===== src/rtl/viterbi_ctrl_seq.sv =====
// viterbi_ctrl_seq: frame sequencer (start/frame_len/sym_valid in; stage enables, mem_addr/tb_addr, busy/done/err out)
module viterbi_ctrl_seq #(
  parameter int CNT_W = 8
) (
  input  logic             clk,
  input  logic             rst,
  input  logic             start,
  input  logic [CNT_W-1:0] frame_len,
  input  logic             sym_valid,
  output logic             en_ext,
  output logic             en_brch,
  output logic             en_acs,
  output logic             en_mem,
  output logic             en_trbk,
  output logic [CNT_W-1:0] mem_addr,
  output logic [CNT_W-1:0] tb_addr,
  output logic             busy,
  output logic             done,
  output logic             err
);
  typedef enum logic [1:0] {IDLE, RUN, TRBK, DONE} state_t;
  state_t state, state_n;
  logic [CNT_W-1:0] n, sym_cnt;
  logic v1, v2, accept, last_wr;
  always_comb begin
    accept = state == IDLE && start && frame_len > CNT_W'(1);
    en_ext = state == RUN && sym_valid && sym_cnt < n;
    en_brch = state == RUN && v1;
    en_acs = en_brch;
    en_trbk = state == TRBK;
    en_mem = (state == RUN && v2) || en_trbk;
    busy = state != IDLE;
    done = state == DONE;
    last_wr = state == RUN && v2 && mem_addr == n - CNT_W'(1);
    state_n = state == IDLE ? (accept ? RUN : IDLE) :
              state == RUN  ? (last_wr ? TRBK : RUN) :
              state == TRBK ? (tb_addr == '0 ? DONE : TRBK) : IDLE;
  end
  always_ff @(posedge clk) begin
    if (rst) state <= IDLE;
    else state <= state_n;
  end
  always_ff @(posedge clk) begin
    if (rst) begin
      n <= '0;
      sym_cnt <= '0;
      mem_addr <= '0;
      tb_addr <= '0;
      v1 <= 1'b0;
      v2 <= 1'b0;
      err <= 1'b0;
    end else begin
      err <= state == IDLE && start && frame_len < CNT_W'(2);
      if (accept) begin
        n <= frame_len;
        sym_cnt <= '0;
        mem_addr <= '0;
        v1 <= 1'b0;
        v2 <= 1'b0;
      end
      if (state == RUN) begin
        v1 <= en_ext;
        v2 <= v1;
        sym_cnt <= sym_cnt + CNT_W'(en_ext);
        if (v2 && !last_wr) mem_addr <= mem_addr + CNT_W'(1);
        if (last_wr) tb_addr <= n - CNT_W'(1);
      end
      if (state == TRBK && tb_addr != '0) tb_addr <= tb_addr - CNT_W'(1);
    end
  end
endmodule


===== config.mk =====
export PLATFORM = sky130hd
export DESIGN_NAME = viterbi_ctrl_seq
export DESIGN_NICKNAME = d
export VERILOG_FILES = /design/src/rtl/viterbi_ctrl_seq.sv
export SDC_FILE = /design/constraint.sdc
export NUM_CORES = 1
export LEC_CHECK = 0
export CORE_AREA = 2 2 71 73
export DETAILED_ROUTE_END_ITERATION = 8
export DIE_AREA = 0 0 73 75
export PLACE_DENSITY = 0.82
export SLEW_MARGIN = 5
export SYNTH_ARGS = -nofsm -noshare
export SYNTH_HDL_FRONTEND = slang
export SYNTH_SLANG_ARGS = --single-unit

===== constraint.sdc =====
create_clock -name clk -period 3.5 [get_ports clk]
set_input_delay 0.525 -clock clk [delete_from_list [all_inputs] [get_ports clk]]
set_output_delay 0.525 -clock clk [all_outputs]
set_load 0.02 [all_outputs]

; ---- Yosys cells after proc, flatten, opt, wreduce, memory -nomap -nowiden
; Cells that the tools add are included.
[word_totals]
ff_bits = 37
in_bits = 12
elab_cells = 56
[op_classes]
add_sub_neg = 4
magnitude_cmp = 3
eq_ne = 4
mux = 17
reduce_logical = 20
[op_table]
columns = op, n
row1 = 8-bit 2-to-1 mux, 8
row2 = 8-bit by 1-bit subtractor with 8-bit output (second input constant), 2
row3 = 1-bit logical AND, 10
row4 = 8-bit by 1-bit adder with 8-bit output, 1
row5 = 8-bit by 1-bit adder with 8-bit output (second input constant), 1
row6 = 8-bit equality test, 1
row7 = 8-bit by 1-bit greater-than comparator with 1-bit output (second input constant), 1
row8 = 8-bit zero test, 1
row9 = 8-bit by 2-bit < comparator with 1-bit output (second input constant), 1
row10 = 8-bit < comparator, 1
row11 = 2-bit 2-to-1 mux, 4
row12 = 2-bit nonzero test, 4
row13 = 8-bit nonzero test, 1
row14 = 1-bit 2-to-1 mux, 5
row15 = 2-bit equality test (second input constant), 2
row16 = 2-bit by 1-bit equality test with 1-bit output (second input constant), 1
row17 = 2-bit zero test, 1
row18 = 2-bit AND reduction, 1
row19 = 1-bit zero test, 1
row20 = 1-bit logical OR, 1

; ---- Logic depth before layout (Yosys ltp)
[logic_depth]
word_depth = 7
mapped_depth = 14

; ---- Worst setup path after synthesis
; No wires, ideal clock.
[synth_timing]
kind = register to register
from = reg n[1]
to = reg sym_cnt[7]
arrival_ps = 2874
t_required_ps = 3372
slack_ps = 499
path_stages_with_launch = 15
synth_period_minus_slack_ps = 3001
cell_sequence = dfxtp_1 inv_1 ha_1 a21o_1 a21o_1 a211oi_1 o21bai_1 a31oi_1 ha_1 and3_1 and3_1 nand4_1 and2_1 a21oi_1 nor2_1
[synth_via]
elab_chain_len = 4
[synth_lines]
columns = element, line
row1 = from (decl), 23  ; logic [CNT_W-1:0] n, sym_cnt;
row2 = from (signal assigned), 55  ; n <= frame_len;
row3 = 8-bit < comparator, 27  ; en_ext = state == RUN && sym_valid && sym_cnt < n;
row4 = 1-bit logical AND, 27
row5 = net en_ext, 10  ; output logic en_ext,
row6 = 8-bit by 1-bit adder with 8-bit output, 64  ; sym_cnt <= sym_cnt + CNT_W'(en_ext);
row7 = 8-bit 2-to-1 mux, 61  ; if (state == RUN) begin
row8 = to (signal assigned), 64
row9 = to (decl), 23
; The timed path passes the listed nets, and every way through them passes these cells.
; A chain may end at the register's enable or synchronous reset.

; ---- Final worst setup path
[layout_timing]
from = reg n[1]
to = out en_ext
[layout_via]
elab_chain_len = 2
[layout_lines]
columns = element, line
row1 = 8-bit < comparator, 27
row2 = 1-bit logical AND, 27
row3 = to (decl), 10
; No other way between the ends.

==> flow_metrics.tcl <==
set metrics [dict create \
    status "finished clean" \
    synth_area_mm2 0.00228 \
    yosysSeqAreaShare_pct 32.5 \
    leakagePower_nw 1.06 \
    core_mm2 0.00466 \
    timing.rr.start "n[1]" \
    switching_share_pct 35.7 \
    dr_wl_met3_um 356 \
    antenna_left 0 \
    routed_wirelength_um 5570 \
    setup.worst_path.end_class "output pin" \
    h-tree-depth 2 \
    finalSetupViolations 0 \
    met2_wirelength_um 2580 \
    fp.dieH_um 75 \
    maxSlewHeadroom_pct 56.1 \
    grt_overflow 0 \
    worst_hold_path_type "flop to flop" \
    syn-instance-count 275 \
    grt_pass1_vias 1938 \
    power_density_mw_per_mm2 473 \
    critPathKind "flop to output pin" \
    clk_pin_slew_worst_paths_ns 0.07 \
    vias 2144 \
    cts_hold_buf 0 \
    whs_endpoint "tb_addr[4]" \
    p_sw_uw 467 \
    critical-path-slowest-cell "clkdlybuf4s50_1" \
    dp_hpwl_um 4150 \
    cts_tree "built" \
    finalHoldViolations 0 \
    fp.dieW_um 73 \
    first_pass_iters 4 \
    drv_cap 0 \
    drv_slew 0 \
    power_frac_seq_pct 37.5 \
    cellInternalPower_uw 842 \
    clock_skew_ns 0.00994 \
    vdd_ir_drop_max_mv 0.268 \
    fin_crit_ns 3.27 \
    cts_buffers 5 \
    grt_pass1_wl_um 9060 \
    crit_chain "inv_1, ha_1, a21o_1, a21o_1, a211oi_1, o21bai_1, a31oi_1, clkdlybuf4s50_1" \
    postCtsSetupBuffers 0 \
    min_path_cells 2 \
    final_nets 335 \
    fin_tns_setup_ns 0 \
    wl_per_cell_um 15.3 \
    drtIter0Drc 145 \
    grt_start_max_net_pins 26 \
    fillCellCount 411 \
    clkPwrFrac_pct 25.8 \
    synth.most_common_cell "nor2_1" \
    via_per_inst 5.87 \
    drcViolationCount 0 \
    pre_cts_slack_ns 0.524 \
    combPwrFrac_pct 36.7 \
    min_period_over_period_pct 93.4 \
    synth_top_area_share_pct 32.5 \
    synth_largest_area_cell "dfxtp_1" \
    synth_commonest_cells "nor2_1 (41), dfxtp_1 (37), a21oi_1 (23), inv_1 (15), nand2_1 (15)" \
    max_stage_delay_ns 0.66 \
    cp_max_fo 4 \
    antenna_found_initial 0 \
    place_congestion 0.952 \
    start_util_pct 48.9 \
    grt_usage_pct 21.5 \
    fin_util_pct 59.4 \
    postSynth.asyncResetShare_pct 0 \
    post_cts_resized 0 \
    synth_area_per_cell_um2 8.28 \
    max_freq_mhz 306 \
    root_buffer "clkbuf_8" \
    synth_area_leaders "dfxtp_1 (33%), ha_1 (7.1%), nor2_1 (6.8%)" \
    synth-edff-count 0 \
    rrSetupSlack_ns 0.49 \
    arrival_ns 2.74 \
    io_pins 36 \
    clock_latency_ns 0.30 \
    fp-row-count 25 \
    fin_ws_ns 0.231 \
    cp_common_cell "a21o_1" \
    area_delta_synth_final_pct 21.6 \
    reg2reg_depth 14 \
    r2r_end "sym_cnt[7]" \
    drive_gt1_share_pct 5.14 \
    io_buffers 35 \
    required_ns 2.97 \
    startpoint_type "flop" \
    ys_ff_latch 37 \
    grt_setup_unrepaired "false" \
    tightest_slew_ns 0.655 \
    synthDistinctLibCells 51 \
    ys.flop_type "dfxtp_1" \
    die-area_mm2 0.00548 \
    clockBufferDepth 2 \
    met1_length_um 2520 \
    cts.sinks 37 \
    top_layer_used "met4" \
    ys_warn_count 0 \
    syn-num-nets 300 \
    diodes 0 \
    hold_path_startpoint "tb_addr[4]" \
]
-- cell usage in the layout (no fill, tap or decap), types with 5 or more instances in the layout --
cell type | Yosys | layout
nand3_1 | 8 | 8
nand3b_1 | 5 | 5
clkbuf_8 | 0 | 7
nand4_1 | 7 | 7
nand2b_1 | 5 | 5
o21ai_0 | 11 | 11
xnor2_1 | 8 | 8
nor2_1 | 41 | 41
and2_1 | 6 | 6
nor3_1 | 7 | 7
dfxtp_1 | 37 | 37
or3_1 | 6 | 6
clkdlybuf4s50_1 | 0 | 35
a21oi_1 | 23 | 23
nand2_1 | 15 | 15
ha_1 | 13 | 13
inv_1 | 15 | 15
xnor3_1 | 5 | 5
and3_1 | 5 | 5
-- area by class of cell --
class / count / area (um2) / area share (%)
clock inverters: 1 / 5.00 / 0.181
repair buffers: 38 / 373 / 13.5
inverters: 15 / 56.3 / 2.03
clock buffers: 7 / 96.3 / 3.48
flip-flops and latches: 37 / 741 / 26.8
multi-input cells: 213 / 1430 / 51.6
well taps: 54 / 67.6 / 2.44
-- per-layer routing --
layer,up-vias,track usage (%)
met3,11,6.43
met2,79,33.6
met4,0,8.44
li1,1056,-
met1,998,28.0
met5,-,0
-- registers in the layout (all words and copies together), names as in the netlist --
signal	count
err	1
n	8
v1	1
sym_cnt	8
mem_addr	8
v2	1
state	2
tb_addr	8
-- worst max-delay path: cells and delay by family, from the launching register on --
kind,cells,cell delay (ns)
AO/OA/AOI/OAI,5,0.99
adder cells (fa/ha/maj),1,0.31
buffers and inverters,2,0.76
flip-flops,1,0.38
-- power groups by stage --
stage	combinational (mW)	clock, mW	sequential, mW
detailed placement	0.473	0	0.498
floorplan	0.318	0	0.506
CTS	0.476	0.340	0.489
finish	0.480	0.338	0.491
global route	0.522	0.361	0.495
global placement	0.464	0	0.497
-- through the flow --
stage                     hold WS [ns]  instances  power, mW  area, um2
final                            0.510        365       1.31       2770
after floorplan                  0.467        275      0.824       2280
after detailed placement         0.504        357      0.971       2670
after CTS                        0.512        365       1.31       2770
after global placement           0.499        357      0.961       2670
after global routing             0.540        365       1.38       2770
-- logic make-up (layout without fill, tap and decap cells) --
| group | count (synthesis) | in the layout | synth area share (%) |
|---|---|---|---|
| fa+ha+maj | 13 | 13 | 7.14 |
| xor+xnor | 14 | 14 | 8.41 |
| mux | 5 | 5 | 2.25 |
| simple gates | 120 | 120 | 28.1 |
| buf+inv | 25 | 61 | 4.67 |
| flops | 37 | 37 | 32.5 |
| compound gates | 61 | 61 | 16.9 |
-- how the worst max path moves through the flow --
stage	endpoint	startpoint	cells after the start	slack [ns]
2_1_floorplan	sym_cnt[7]	n[1]	14	0.50
3_3_place_gp	sym_cnt[7]	n[1]	14	0.59
3_5_place_dp	sym_cnt[7]	n[1]	14	0.52
4_1_cts	en_ext	n[1]	8	0.24
5_1_grt	en_ext	n[1]	8	0.15
6_report	en_ext	n[1]	8	0.23
No activity file was read; power rests on OpenSTA's default activity.
